`src/rtl/maxclk_ramp_ctrl.sv`:
```
// Hash-PLL frequency ramp scheduler: walks current_freq toward a host target one bounded
// step per clocking-block reconfiguration. Define MAXCLK_LOCKWATCH_EN to add the idle/dwell lock-loss watchdog.
module maxclk_ramp_ctrl #(
    parameter int unsigned STEP        = 8,
    parameter int unsigned FREQ_MAX    = 96,
    parameter int unsigned DWELL_CYC   = 25000,
    parameter int unsigned TIMEOUT_CYC = 65535,
    parameter int unsigned MAX_RETRY   = 3
) (
    input  logic       clk_i,
    input  logic       rst_ni,
    input  logic       target_valid_i,
    input  logic [7:0] target_freq_i,
    input  logic       host_break_i,
    input  logic       busy_i,
    input  logic       reconfig_ok_i,
    input  logic       lock_h_i,
    output logic       go_reconfig_o,
    output logic [7:0] reqstd_frequency_o,
    output logic [7:0] current_freq_o,
    output logic       ramp_active_o,
    output logic       fault_o,
    output logic [1:0] retry_cnt_o
);

    typedef enum logic [2:0] {
        IDLE,
        CALC,
        REQ,
        WAIT_BUSY,
        WAIT_DONE,
        DWELL,
        FAULT
    } state_t;

    localparam int unsigned DW_W      = (DWELL_CYC > 1) ? $clog2(DWELL_CYC) : 1;
    localparam logic [DW_W-1:0] DW_LAST = DW_W'(DWELL_CYC - 1);
    localparam logic [15:0] TO_LAST   = 16'(TIMEOUT_CYC - 1);
    localparam logic [8:0]  STEP9     = 9'(STEP);
    localparam logic [8:0]  MAX9      = 9'(FREQ_MAX);
    localparam logic [7:0]  MAX8      = 8'(FREQ_MAX);
    localparam logic [1:0]  RETRY_LIM = 2'(MAX_RETRY);

    state_t          state_q, state_d;
    logic [7:0]      target_q, target_d;
    logic [7:0]      current_q, current_d;
    logic [7:0]      req_q, req_d;
    logic            go_q, go_d;
    logic            fault_q, fault_d;
    logic [1:0]      retry_q, retry_d;
    logic [15:0]     toCnt_q, toCnt_d;
    logic [DW_W-1:0] dwellCnt_q, dwellCnt_d;
    logic            breakPrev_q;

    logic [8:0]      tgt9, cur9, diff9, stepAmt9, next9;
    logic [7:0]      nextCode;
    logic            failAttempt;
    logic            breakRise;
    logic            lockLoss;

    function automatic logic [7:0] clampCode(input logic [7:0] code);
        if (code == 8'd0) return 8'd1;
        if ({1'b0, code} > MAX9) return MAX8;
        return code;
    endfunction

    // One bounded step from current toward target, kept inside [1, FREQ_MAX].
    always_comb begin
        tgt9     = {1'b0, target_q};
        cur9     = {1'b0, current_q};
        diff9    = '0;
        stepAmt9 = '0;
        next9    = cur9;
        nextCode = current_q;
        if (tgt9 >= cur9) begin
            diff9    = tgt9 - cur9;
            stepAmt9 = (diff9 > STEP9) ? STEP9 : diff9;
            next9    = cur9 + stepAmt9;
            nextCode = (next9 > MAX9) ? MAX8 : next9[7:0];
        end else begin
            diff9    = cur9 - tgt9;
            stepAmt9 = (diff9 > STEP9) ? STEP9 : diff9;
            next9    = cur9 - stepAmt9;
            nextCode = (next9 < 9'd1 || next9 > MAX9) ? 8'd1 : next9[7:0];
        end
    end

`ifdef MAXCLK_LOCKWATCH_EN
    logic [3:0] lockLow_q, lockLow_d;

    // Sixteen consecutive low lock samples while parked count as a lock loss.
    always_comb begin
        lockLoss  = 1'b0;
        lockLow_d = 4'd0;
        if ((state_q == IDLE || state_q == DWELL) && !lock_h_i) begin
            if (lockLow_q == 4'd15) lockLoss = 1'b1;
            else                    lockLow_d = lockLow_q + 4'd1;
        end
    end

    always_ff @(posedge clk_i or negedge rst_ni) begin
        if (!rst_ni) lockLow_q <= 4'd0;
        else         lockLow_q <= lockLow_d;
    end
`else
    assign lockLoss = 1'b0;
`endif

    assign breakRise = host_break_i & ~breakPrev_q;

    always_comb begin
        state_d     = state_q;
        target_d    = target_q;
        current_d   = current_q;
        req_d       = req_q;
        go_d        = go_q;
        fault_d     = fault_q;
        retry_d     = retry_q;
        toCnt_d     = toCnt_q;
        dwellCnt_d  = dwellCnt_q;
        failAttempt = 1'b0;

        if (state_q != FAULT) begin
            if (host_break_i)        target_d = 8'd1;
            else if (target_valid_i) target_d = clampCode(target_freq_i);
        end

        case (state_q)
            IDLE: begin
                if (target_q != current_q) state_d = CALC;
            end
            CALC: begin
                req_d   = nextCode;
                state_d = REQ;
            end
            REQ: begin
                go_d    = 1'b1;
                toCnt_d = 16'd0;
                state_d = WAIT_BUSY;
            end
            WAIT_BUSY: begin
                if (busy_i) begin
                    go_d    = 1'b0;
                    toCnt_d = 16'd0;
                    state_d = WAIT_DONE;
                end else if (toCnt_q == TO_LAST) begin
                    failAttempt = 1'b1;
                end else begin
                    toCnt_d = toCnt_q + 16'd1;
                end
            end
            WAIT_DONE: begin
                if (reconfig_ok_i && lock_h_i) begin
                    current_d  = req_q;
                    retry_d    = 2'd0;
                    dwellCnt_d = '0;
                    state_d    = DWELL;
                end else if (!busy_i || toCnt_q == TO_LAST) begin
                    failAttempt = 1'b1;
                end else begin
                    toCnt_d = toCnt_q + 16'd1;
                end
            end
            DWELL: begin
                if (dwellCnt_q == DW_LAST) state_d = IDLE;
                else                       dwellCnt_d = dwellCnt_q + 1'b1;
            end
            FAULT: begin
                go_d = 1'b0;
                if (breakRise) begin
                    fault_d  = 1'b0;
                    retry_d  = 2'd0;
                    target_d = 8'd1;
                    state_d  = IDLE;
                end
            end
            default: state_d = IDLE;
        endcase

        // A lock loss reprograms code 1 and is charged like a failed attempt.
        if (lockLoss) begin
            current_d  = 8'd1;
            target_d   = 8'd1;
            dwellCnt_d = '0;
        end

        if (failAttempt || lockLoss) begin
            go_d = 1'b0;
            if (retry_q < RETRY_LIM) begin
                retry_d = retry_q + 2'd1;
                state_d = CALC;
            end else begin
                fault_d = 1'b1;
                state_d = FAULT;
            end
        end
    end

    always_ff @(posedge clk_i or negedge rst_ni) begin
        if (!rst_ni) begin
            state_q     <= IDLE;
            target_q    <= 8'd1;
            current_q   <= 8'd1;
            req_q       <= 8'd1;
            go_q        <= 1'b0;
            fault_q     <= 1'b0;
            retry_q     <= 2'd0;
            toCnt_q     <= 16'd0;
            dwellCnt_q  <= '0;
            breakPrev_q <= 1'b0;
        end else begin
            state_q     <= state_d;
            target_q    <= target_d;
            current_q   <= current_d;
            req_q       <= req_d;
            go_q        <= go_d;
            fault_q     <= fault_d;
            retry_q     <= retry_d;
            toCnt_q     <= toCnt_d;
            dwellCnt_q  <= dwellCnt_d;
            breakPrev_q <= host_break_i;
        end
    end

    assign go_reconfig_o      = go_q;
    assign reqstd_frequency_o = req_q;
    assign current_freq_o     = current_q;
    assign ramp_active_o      = (state_q != IDLE) && (state_q != FAULT);
    assign fault_o            = fault_q;
    assign retry_cnt_o        = retry_q;

endmodule

```
`config.mk`:
```
export PLATFORM = sky130hd
export DESIGN_NAME = maxclk_ramp_ctrl
export DESIGN_NICKNAME = d
export VERILOG_FILES = /design/src/rtl/maxclk_ramp_ctrl.sv
export SDC_FILE = /design/constraint.sdc
export NUM_CORES = 1
export LEC_CHECK = 0
export ABC_AREA = 1
export CORE_UTILIZATION = 55
export DETAILED_ROUTE_END_ITERATION = 10
export GPL_ROUTABILITY_DRIVEN = 0
export HOLD_SLACK_MARGIN = 0.12
export PLACE_DENSITY = 0.84
export SKIP_CTS_REPAIR_TIMING = 1
export SLEW_MARGIN = 40
export SYNTH_ARGS = -nofsm -noshare
export SYNTH_HDL_FRONTEND = slang
export SYNTH_SLANG_ARGS = --single-unit
```
`constraint.sdc`:
```
create_clock -name clk_i -period 8.34 [get_ports clk_i]
set_input_delay 1.668 -clock clk_i [delete_from_list [all_inputs] [get_ports clk_i]]
set_output_delay 1.668 -clock clk_i [all_outputs]
set_load 0.01 [all_outputs]
```
== Word level (Yosys, flattened, before mapping) ==
Cells that the tools add are included.
Widths: inputs -> output; s select.
Storage, ports and cells
  input port bits: 15
  flip-flop bits (word level): 63
  word-level logic and storage cells: 119
Cells by class
  $add $sub $neg: 7
  multiplexer cells: 56
  reductions and logical operators: 16
  bitwise operators: 2
  magnitude comparators: 8
  equal/unequal tests: 20
Operator list (count)
  $mux 8: 12
  $mux 16: 4
  $pmux 16 s3: 1
  $mux 15: 2
  $pmux 15 s2: 1
  $mux 3: 7
  $ne 3x3->1 const B: 7
  $pmux 3 s7: 1
  $mux 1: 19
  $gt 9x4->1 const B: 2
  $gt 9x7->1 const B: 2
  $mux 9: 2
  $sub 8x8->9: 2
  $add 16x1->16 const B: 1
  $eq 16x16->1 const B: 1
  $add 15x1->15 const B: 1
  $eq 15x15->1 const B: 1
  $add 8x9->9: 1
  $eq 3x3->1 const B: 3
  $lt 9x1->1 const B: 1
  $sub 8x9->9: 1
  $ge 8x8->1: 1
  $gt 8x7->1 const B: 1
  $logic_not 8->1: 1
  23 further kinds: 34

== Longest topological paths before layout ==
  depth in word-level cells: 16
  gate-level depth with buffers: 30
  mapped depth without buffers: 29

== Worst setup path after synthesis ==
Ideal clock, no wire load.
  path kind: reg-to-reg
  start: register current_q[0] (netlist: current_freq_o[0])
  end: register req_q[4] (netlist: reqstd_frequency_o[4])
  period minus slack after synthesis: 3785 ps
  path slack: 4555 ps
  arrival: 3720 ps
  cell stages (with the launch flop): 26
  path through: dfstp_2 -> inv_1 -> ha_1 -> fa_1 -> inv_1 -> nand2_1 -> nand2_1 -> nand3_1 -> nand2_1 -> nand3_2 -> nor2_4 -> nand2_1 -> or2_2 -> fa_1 -> nand3_1 -> nand2_1 -> xor2_1 -> nand3b_1 -> nor2_2 -> nand2_1 -> nand3_2 -> nor2b_2 -> nand3_1 -> nand2_1 -> nand2_1 -> nand2_1
Between the ends
  word-level cells in the longest chain between the ends: 8
Ends and longest elaborated chain
  start, declared: line 46  | logic [7:0] current_q, current_d;
  start signal, assigned: line 214  | current_q <= current_d;
  $sub 8x8->9: line 81  | diff9 = cur9 - tgt9;
  $gt 9x4->1: line 82  | stepAmt9 = (diff9 > STEP9) ? STEP9 : diff9;
  $mux 9: line 82
  $sub 8x9->9: line 83  | next9 = cur9 - stepAmt9;
  $lt 9x1->1 / $gt 9x7->1 (equally long branches): line 84  | nextCode = (next9 < 9'd1 || next9 > MAX9) ? 8'd1 : next9[7:0];
  $logic_or 1x1->1: line 84
  $mux 8: line 84
  $mux 8 (*): line 75  | if (tgt9 >= cur9) begin
  end signal, assigned: line 215  | req_q <= req_d;
  end, declared: line 47  | logic [7:0] req_q, req_d;
Every way passes the cells marked *; elsewhere a longest branch is shown, timed or not.
A chain may end at the register's enable or synchronous reset.

== Worst setup path after layout ==
  start: register current_q[0] (netlist: current_freq_o[0])
  end: register req_q[6] (netlist: reqstd_frequency_o[6])
The elaborated chain is that of the path after synthesis.

==> reports/qor.yml <==
synthesis.area_per_instance_um2: 7.12
cp-startpoint: "current_freq_o[0]"
detailed_route_drc_error_count: 2
p_leak_nw: 2.88
power_density_nw_per_um2: 364
period_minus_slack_ns: 4.32
r2r_slack_ns: 4.02
path_delay_family: "simple AND/OR/NAND/NOR gates"
edff_count_synth: 0
timing.critical_path.arrival_ns: 4.58
synth_top_cell_area_share_pct: 28.8
run_status: "finished, violations left"
timing.final.hold_violations: 0
port_buffers: 35
vias_per_cell: 5.83
start_util_pct: 56.7
cts_inserted_buffers: 9
tritoncts: "built"
placeableCoreArea_um2: 9200
final_cell_mix: "167 x sky130_fd_sc_hd__nand2_1, 111 x sky130_fd_sc_hd__inv_1, 60 x sky130_fd_sc_hd__dfrtp_1, 59 x sky130_fd_sc_hd__nor2_1"
clk_pin_slew_worst_paths_ns: 0.07
timing_worst_slew_pin_value_ns: 0.743
min_to: "toCnt_q[11]"
drive_above_1_share_pct: 11.0
yosysTopAreaCell: "sky130_fd_sc_hd__dfrtp_1"
boundaryPins: 36
num_rows: 35
synthDistinctLibCells: 54
clk_tree_root_cell: "sky130_fd_sc_hd__clkbuf_8"
finalWirelength_mm: 13.5
clock_tree.htree_level_count: 3
post_synth_inst_count: 732
clkLatencyLatePin_ns: 0.34
number_of_antenna_violations_at_the_first_check_in_global_routing: 0
slew_violations: 0
crit_top_cell: "sky130_fd_sc_hd__nand2_1"
endpoint_kind: "register"
drt_first_iter_violations: 358
critPathMaxFanout: 6
hold_depth: 1
hold_start: "toCnt_q[11]"
ys_seq_area_share_pct: 30.3
syn_area_um2: 5210
worst_ir_drop_vdd_mv: 0.215
via_count_of_the_first_global_routing_pass: 5099
slew_headroom_pct: 49.8
ff2ff_path_depth: 23
regToRegStartpoint: "current_freq_o[0]"
fin_crit_sh_pct: 51.9
layout.nets: 833
ys_top_cells_by_area: "sky130_fd_sc_hd__dfrtp_1 29%, sky130_fd_sc_hd__nand2_1 12%, sky130_fd_sc_hd__ha_1 8.4%, sky130_fd_sc_hd__inv_1 8.0%, sky130_fd_sc_hd__nor2_1 4.3%"
worst_ep_required_time_ns: 8.60
grt_start_max_net_pins: 64
drt_pass1_iterations: 9
dp_hpwl_mm: 10.5
setup_skew_after_layout_ns: 0.00792
timing.critical_path.cells: "inv_1, ha_1, fa_1, inv_1, nand2_1, nand2_1, nand3_1, nand2_1, nand3_2, nor2_4, nand2_1, or2_2, fa_1, nand3_1, nand2_1, a21oi_1, o21bai_1, xor2_1, inv_1, nand3_2, nor2b_2, nand4_1, a21boi_1"
layout.cells.most_common: "sky130_fd_sc_hd__nand2_1"
grt.total_usage_pct: 29.3
avgRoutedWirePerCell_um: 15.1
final.hold.worst_slack_ns: 0.494
die_w_um: 99.3
synth_flop_cell: "sky130_fd_sc_hd__dfrtp_1"
final.fill_count: 779
max_freq_mhz: 231
postSynthRegisterBits: 63
drv.max_cap_violation_count: 0
vias: 5215
areaGrowthSynthToFinish_pct: 13.3
fp.dieH_um: 99.3
floorplan.die_area_um2: 9870
grt_pass1_wl_mm: 23.0
crit_path_top_delay_cell: "sky130_fd_sc_hd__dfstp_2"
cp_bufs_invs: 3
failed_checks: "DRC"
cts-root-to-sink-buffers: 2
route.antenna.remaining_nets: 0
synthArstFlopShare_pct: 100
rsz_0062_raised_after_global_routing: "false"
clkSinkCount: 63
worstHoldPathType: "reg -> reg"
timing.setup.critical_path_class: "reg -> reg"
worst_path_largest_cell_delay_ns: 0.59
synth_warnings: 0
worst_r2r_endpoint: "reqstd_frequency_o[6]"
setup.worst_path.start_class: "register"
globalRouteOverflowTotal: 0
setup_viol: 0
insertedDiodeCount: 0
setup_tns_ns: 0
[through the flow]
stage | total power, mW | area [µm²] | worst slack [ns] | std cells | util [%]
global placement | 1.78 | 5690 | 4.26 | 879 | 61.9
floorplan | 1.46 | 5230 | 4.56 | 738 | -
detailed placement | 1.83 | 5690 | 4.06 | 879 | 61.9
global route | 2.33 | 5900 | 3.67 | 894 | 64.2
CTS | 2.12 | 5900 | 4.05 | 894 | 64.1
finish | 2.15 | 5900 | 4.02 | 894 | 64.2
[how the worst max path moves through the flow]
stage	endpoint	cells after the start
after floorplan	reqstd_frequency_o[4]	25
after global placement	reqstd_frequency_o[5]	23
after detailed placement	reqstd_frequency_o[6]	23
after CTS	reqstd_frequency_o[6]	23
after global routing	reqstd_frequency_o[1]	24
final	reqstd_frequency_o[6]	23
[registers in the layout (all words and copies together), names as in the netlist]
name and flops:
reqstd_frequency_o 8, toCnt_q 16, fault_o 1, current_freq_o 8
retry_cnt_o 2, dwellCnt_q 15, go_reconfig_o 1, breakPrev_q 1
target_q 8, state_q 3
[cell usage after synthesis, types with 2 or more instances]
cell / n
sky130_fd_sc_hd__a211oi_1: 2
sky130_fd_sc_hd__a21oi_1: 39
sky130_fd_sc_hd__a21oi_2: 3
sky130_fd_sc_hd__a31oi_1: 7
sky130_fd_sc_hd__and3_1: 2
sky130_fd_sc_hd__clkbuf_1: 3
sky130_fd_sc_hd__conb_1: 2
sky130_fd_sc_hd__dfrtp_1: 60
sky130_fd_sc_hd__dfstp_2: 3
sky130_fd_sc_hd__fa_1: 4
sky130_fd_sc_hd__ha_1: 35
sky130_fd_sc_hd__inv_1: 111
sky130_fd_sc_hd__inv_2: 12
sky130_fd_sc_hd__nand2_1: 167
sky130_fd_sc_hd__nand2_2: 15
sky130_fd_sc_hd__nand3_1: 39
sky130_fd_sc_hd__nand3_2: 7
sky130_fd_sc_hd__nand3b_1: 2
sky130_fd_sc_hd__nand4_1: 17
sky130_fd_sc_hd__nand4_2: 2
sky130_fd_sc_hd__nor2_1: 59
sky130_fd_sc_hd__nor2_2: 5
sky130_fd_sc_hd__nor2_4: 7
sky130_fd_sc_hd__nor3_1: 23
sky130_fd_sc_hd__nor3_2: 3
sky130_fd_sc_hd__nor4_1: 7
sky130_fd_sc_hd__o21a_1: 4
sky130_fd_sc_hd__o21ai_0: 30
sky130_fd_sc_hd__o21ai_1: 3
sky130_fd_sc_hd__o21bai_1: 4
sky130_fd_sc_hd__o22ai_1: 6
sky130_fd_sc_hd__o31ai_1: 4
sky130_fd_sc_hd__or2_2: 8
sky130_fd_sc_hd__xnor2_1: 5
sky130_fd_sc_hd__xor2_1: 13
[layer usage]
metal / up-vias / track usage, % / part of all wire, %
met3: 64 / 6.11 / 6.7
met4: 0 / 13.9 / 4.6
met2: 249 / 51.5 / 49
li1: 2473 / - / -
met1: 2429 / 34.2 / 39
met5: - / 0 / 0
[where the power goes]
part | leakage [nW] | total, mW | switching [mW] | internal [mW]
sequential | 0.825 | 0.503 | 0.112 | 0.391
combinational | 1.96 | 1.36 | 0.869 | 0.495
clock | 0.101 | 0.282 | 0.115 | 0.168
[worst register-to-register path, stage by stage, from the launching register on]
cell	delay, ns
sky130_fd_sc_hd__dfstp_2	0.59
sky130_fd_sc_hd__inv_1	0.10
sky130_fd_sc_hd__ha_1	0.22
sky130_fd_sc_hd__fa_1	0.40
sky130_fd_sc_hd__inv_1	0.12
sky130_fd_sc_hd__nand2_1	0.06
sky130_fd_sc_hd__nand2_1	0.13
sky130_fd_sc_hd__nand3_1	0.09
sky130_fd_sc_hd__nand2_1	0.11
sky130_fd_sc_hd__nand3_2	0.10
sky130_fd_sc_hd__nor2_4	0.12
sky130_fd_sc_hd__nand2_1	0.11
sky130_fd_sc_hd__or2_2	0.33
sky130_fd_sc_hd__fa_1	0.44
sky130_fd_sc_hd__nand3_1	0.10
sky130_fd_sc_hd__nand2_1	0.10
sky130_fd_sc_hd__a21oi_1	0.16
sky130_fd_sc_hd__o21bai_1	0.10
sky130_fd_sc_hd__xor2_1	0.23
sky130_fd_sc_hd__inv_1	0.10
sky130_fd_sc_hd__nand3_2	0.11
sky130_fd_sc_hd__nor2b_2	0.16
sky130_fd_sc_hd__nand4_1	0.09
sky130_fd_sc_hd__a21boi_1	0.18
[final cells by class]
type	count	area, µm²	area share (%)
clock inverters	3	68.8	1.17
inverters	123	462	7.82
flip-flops and latches	63	1580	26.8
repair buffers	37	364	6.17
clock buffers	12	135	2.29
multi-input cells	545	3150	53.4
well taps	111	139	2.35
[logic make-up after synthesis]
family / share of synthesized area (%)
and+or+nand+nor: 34.8
buffers and inverters: 9.61
AOI/OAI and AO/OA: 12.2
DFF: 30.3
adders and majority gates: 9.94
xor gates and xnor gates: 3.03
other: 0.144
(Power assumes the default switching activity.)
==> RTL change 1: new RTL, same settings <==
Put one more register stage on the output `reqstd_frequency_o`, cleared by the reset. The value now appears one clock later. The other outputs are not delayed to match.
--- a/src/rtl/maxclk_ramp_ctrl.sv
+++ b/src/rtl/maxclk_ramp_ctrl.sv
@@ -224,5 +224,11 @@
 
     assign go_reconfig_o      = go_q;
-    assign reqstd_frequency_o = req_q;
+    always_ff @(posedge clk_i or negedge rst_ni) begin
+        if (!rst_ni) begin
+            reqstd_frequency_o <= '0;
+        end else begin
+            reqstd_frequency_o <= req_q;
+        end
+    end
     assign current_freq_o     = current_q;
     assign ramp_active_o      = (state_q != IDLE) && (state_q != FAULT);
Formal check against the unedited RTL: not equivalent (Yosys sat finds a counterexample within 4 cycles, from zero or initial values and one cycle with rst_ni low).
==> RTL change 1 against the unedited design <==
Non-clock buffer count decreased by 1; clock power rose by 3%; synthesized area is 2.3% higher; power decreased by 4.7%; critical path depth increased by 1; largest cell class unchanged; wire length down 6.2%; sequential share of layout area increased by 2.7 points; cell area increased by 2.5%; global-route usage decreased by 2.2 points; synthesized cell count up 0.27%; sequential cell count grew 8; worst setup slack got worse by 20 ps.
==> RTL change 1: results (changes against the unedited design) <==
Status
  • Status: finished clean (was finished with violations)

Worst setup path
  • CP max stage delay: 590 ps (about the same)
  • Critical Path AT: 4630 ps (was 4580 ps)
  • Critical path's top delay family: simple AND/OR/NAND/NOR gates (unchanged)
  • Slowest CP cell: dfstp_2 (unchanged)
  • Maximum fanout along the worst path: 7 (was 6)

Synthesis
  • Avg Inst Size Synth: 7.26 µm² (was 7.12 µm²)
  • Most used flip-flop cell after synthesis: dfrtp_1 (unchanged)
  • Synth top cells by count: nand2_1 (155), inv_1 (123), dfrtp_1 (68) (was nand2_1 (167), inv_1 (111), dfrtp_1 (60))
  • Synth area leaders: dfrtp_1 (32%), nand2_1 (11%), inv_1 (8.7%) (was dfrtp_1 (29%), nand2_1 (12%), ha_1 (8.4%))
  • Post-synthesis cell type count: 51 (was 54)
  • Yosys warns: 0 (unchanged)
  • Sequential cell area fraction in the yosys report: 0.334 (was 0.303)
  • Post-synth ARST share: 1.00 (unchanged)

Global routing
  • Initial antenna violation count: 0 (unchanged)
  • Vias in the first global route: 4957 (was 5099)
  • First-pass GRT wire length: 21.6 mm (was 23.0 mm)
  • Met3 Use GR: 0.0492 (was 0.0611)
  • GR met1 Demand/Resource: 0.325 (was 0.342)
  • GRT Resource Usage Total: 0.271 (was 0.293)
  • Routing usage on met2: 0.479 (was 0.515)
  • Largest net degree at the start of global routing: 72 (was 64)

Timing
  • Slew margin rel.: 0.539 (was 0.498)
  • Skew final: 14.9 ps (was 7.92 ps)

Pwr
  • Leakage power: 2.96 nW (was 2.88 nW)
  • Max VDD drop: 0.179 mV (was 0.215 mV)

Detailed routing
  • Initial drt markers: 345 (was 358)
  • WL met2: 6.37 mm (was 6.70 mm)
  • Vias per inst: 5.51 (was 5.83)
  • Max Used Layer: met4 (unchanged)
  • Routed metal-1 wire length: 5.37 mm (was 5.29 mm)
  • Pre-antenna DRT Iters: 6 (was 9)
  • Met3 wire length: 630 µm (was 913 µm)
  • Final wirelength: 12.7 mm (was 13.5 mm)
  • DR WL/cell: 13.9 µm (was 15.1 µm)
  • Residual DRC: 0 (was 2)

Placed design
  • Placed Area: 5840 µm² (was 5690 µm²)
  • Port Buffers: 35 (unchanged)
  • Post-DP HPWL: 9.95 mm (was 10.5 mm)
  • Placed insts: 899 (was 879)
  • Worst slack, placed: 4050 ps (was 4060 ps)

Clock tree
  • Clock buffer count from CTS: 9 (unchanged)
  • CTS max path bufs: 2 (unchanged)
  • H-tree Lvls: 3 (unchanged)
  • Worst-skew pair later-pin latency: 350 ps
  • Root Buffer: clkbuf_8 (unchanged)
  • Clock Pin Slew Worst Setup and Hold Paths: 70 ps (about the same)

Min path
  • Hold crit path type: reg -> reg (unchanged)

Finish
  • Biggest registers after layout: toCnt_q x16, dwellCnt_q x15 (unchanged)
  • Layout cells sized above 1: 0.109 (was 0.110)
  • Reg with most FFs: toCnt_q (unchanged)
  • # nets final: 835 (was 833)
  • Ant diodes: 0 (unchanged)
[RTL change 1: cell types whose count changed after synthesis, moves of 5 or more]
cell,before,now
nand2_1,167,155
nor2_1,59,49
xor2_1,13,7
inv_1,111,123
nand3_1,39,44
inv_2,12,7
a21oi_1,39,54
nand4_1,17,24
o21ai_0,30,39
nor3_1,23,18
dfrtp_1,60,68
[RTL change 1: cell type report]
type                            count  area [µm²]
Clock buffer                       13         139
Clock inverter                      3        68.8
Fill cell                         783        3280
Inverter                          131         493
Multi-Input combinational cell    532        3050
Sequential cell                    71        1780
Tap cell                          129         161
Timing Repair Buffer               36         357
[RTL change 1: final timing paths]
check | slack (ps) | from | to | depth (start not counted)
max | 4000 | current_freq_o[0] | req_q[0] | 24
max reg2reg | 4000 | current_freq_o[0] | req_q[0] | 24
max in group asynchronous | 6480 | rst_ni | current_freq_o[4] | 2
min reg2reg | 390 | req_q[3] | reqstd_frequency_o[3] | 0
min in group asynchronous | 1410 | rst_ni | reqstd_frequency_o[3] | 2
min | 390 | req_q[3] | reqstd_frequency_o[3] | 0
[RTL change 1: kinds of logic after synthesis]
| group | synth area share |
|---|---|
| DFF | 0.334 |
| other | 0.00141 |
| buffers and inverters | 0.0990 |
| AOI/OAI and AO/OA | 0.118 |
| xor gates and xnor gates | 0.0178 |
| adders and majority gates | 0.0972 |
| and+or+nand+nor | 0.332 |
[RTL change 1: where the power goes]
group / total (mW) / switching, mW / internal (mW)
clock: 0.291 / 0.121 / 0.170
sequential: 0.552 / 0.109 / 0.443
combinational: 1.21 / 0.759 / 0.446
total: 2.05 / 0.989 / 1.06
==> RTL change 2: new RTL, same settings <==
Without the edit above. `DWELL_CYC`: 25000 -> 50000.
--- a/src/rtl/maxclk_ramp_ctrl.sv
+++ b/src/rtl/maxclk_ramp_ctrl.sv
@@ -4,5 +4,5 @@
     parameter int unsigned STEP        = 8,
     parameter int unsigned FREQ_MAX    = 96,
-    parameter int unsigned DWELL_CYC   = 25000,
+    parameter int unsigned DWELL_CYC   = 50000,
     parameter int unsigned TIMEOUT_CYC = 65535,
     parameter int unsigned MAX_RETRY   = 3
Formal check against the unedited RTL: no difference found for any inputs over 4 cycles, from zero or initial values and one cycle with rst_ni low; that may be too few to reach the edited logic, so the function may still have changed.
==> RTL change 2 against the unedited design <==
Synthesized area fell by 3.8%; clock power grew 6%; sequential power fell by 1%; sequential cell count up 1; cell area decreased by 2.9%; via count fell by 4.8%; power fell by 9.4%; count of clock-buffer cells in the layout down 2; sequential share of layout area up 1.2 points; wire length down 6.8%; worst setup slack worse by 49 ps; critical path type unchanged; critical endpoint is now reqstd_frequency_o[3].
==> RTL change 2: results (changes against the unedited design) <==
Placed design
  • Placed insts: 871 (was 879)
  • Post-DP HPWL: 9.69 mm (was 10.5 mm)
  • Placed Area: 5510 µm² (was 5690 µm²)
  • Worst slack, placed: 4030 ps (was 4060 ps)

Timing
  • Skew final: 6.89 ps (was 7.92 ps)

Detailed routing
  • Pre-antenna DRT Iters: 5 (was 9)
  • WL met2: 6.19 mm (was 6.70 mm)
  • Met3 wire length: 815 µm (was 913 µm)
  • Final wirelength: 12.6 mm (was 13.5 mm)
  • DR WL/cell: 14.2 µm (was 15.1 µm)
  • Routed metal-1 wire length: 5.38 mm (was 5.29 mm)
  • Initial drt markers: 390 (was 358)
  • DR vias: 4967 (was 5215)

Synthesis
  • Synth area leaders: dfrtp_1 (30%), nand2_1 (13%), ha_1 (8.7%) (was dfrtp_1 (29%), nand2_1 (12%), ha_1 (8.4%))
  • Post-synthesis adder-cell area fraction: 0.103 (was 0.0994)
  • Post-synthesis cell type count: 51 (was 54)
  • Synth top cells by count: nand2_1 (171), inv_1 (114), nor2_1 (75) (was nand2_1 (167), inv_1 (111), dfrtp_1 (60))
  • Xor-xnor portion of the synthesized cell area: 0.0175 (was 0.0303)
  • Sequential cell area fraction in the yosys report: 0.320 (was 0.303)
  • Post-synth ARST share: 1.00 (unchanged)

Finish
  • Layout cells sized above 1: 0.0809 (was 0.110)
  • Final Util: 0.654 (was 0.642)
  • Layout fillers: 751 (was 779)
  • Biggest registers after layout: dwellCnt_q x16, toCnt_q x16 (was toCnt_q x16, dwellCnt_q x15)
  • # nets final: 828 (was 833)

Global routing
  • GR met1 Demand/Resource: 0.352 (was 0.342)
  • GRT Resource Usage Total: 0.277 (was 0.293)
  • Routing usage on met2: 0.481 (was 0.515)
  • Vias in the first global route: 4874 (was 5099)
  • Largest net degree at the start of global routing: 65 (was 64)
  • Total grt overflow: 0 (unchanged)
  • Met3 Use GR: 0.0410 (was 0.0611)

Status
  • Status: finished clean (was finished with violations)

Worst setup path
  • Critical Path AT: 4610 ps (was 4580 ps)

Pwr
  • Max VDD drop: 0.225 mV (was 0.215 mV)
## RTL change 2: cell types whose count changed after synthesis, moves of 5 or more
cell	delta
o21ai_0	+8
nand2_2	-12
nor2_1	+16
nor3_1	-7
nand3_1	+10
xor2_1	-5
nor2_4	-5
## RTL change 2: worst max-delay path, stage by stage, from the launching register on
cell and delay, ps:
dfstp_2 580, inv_1 90, ha_1 220, fa_1 400, inv_1 90, nand3_1 80, nand2_1 110, nand2_1 70
nand3_1 70, nand2_1 70, or4_1 500, a211oi_1 240, ha_1 320, a21oi_1 170, nand2_1 120, xor2_1 170
nand3b_1 160, nor2_1 150, nand4_1 210, nand4_2 180, nor2_1 60, nor2_1 110, nor2_1 70
## RTL change 2: area by class of cell
cell class | instances | area share
multi-input cells | 537 | 0.512
flip-flops and latches | 64 | 0.280
inverters | 124 | 0.0812
repair buffers | 38 | 0.0648
clock buffers | 10 | 0.0240
well taps | 108 | 0.0236
clock inverters | 6 | 0.0144
## RTL change 2: worst paths after layout
path	startpoint	to	slack [ps]	depth (start not counted)
max in group asynchronous	rst_ni	target_q[0]	6540	2
max	current_freq_o[0]	reqstd_frequency_o[3]	3970	22
min	dwellCnt_q[15]	dwellCnt_q[15]	490	1
max reg2reg	current_freq_o[0]	reqstd_frequency_o[3]	3970	22
min reg2reg	dwellCnt_q[15]	dwellCnt_q[15]	490	1
min in group asynchronous	rst_ni	toCnt_q[6]	1400	2
## RTL change 2: where the power goes
part | total, mW | internal (mW) | switching, mW
Combinational | 1.15 | 0.435 | 0.717
Clock | 0.298 | 0.175 | 0.123
Sequential | 0.497 | 0.393 | 0.104
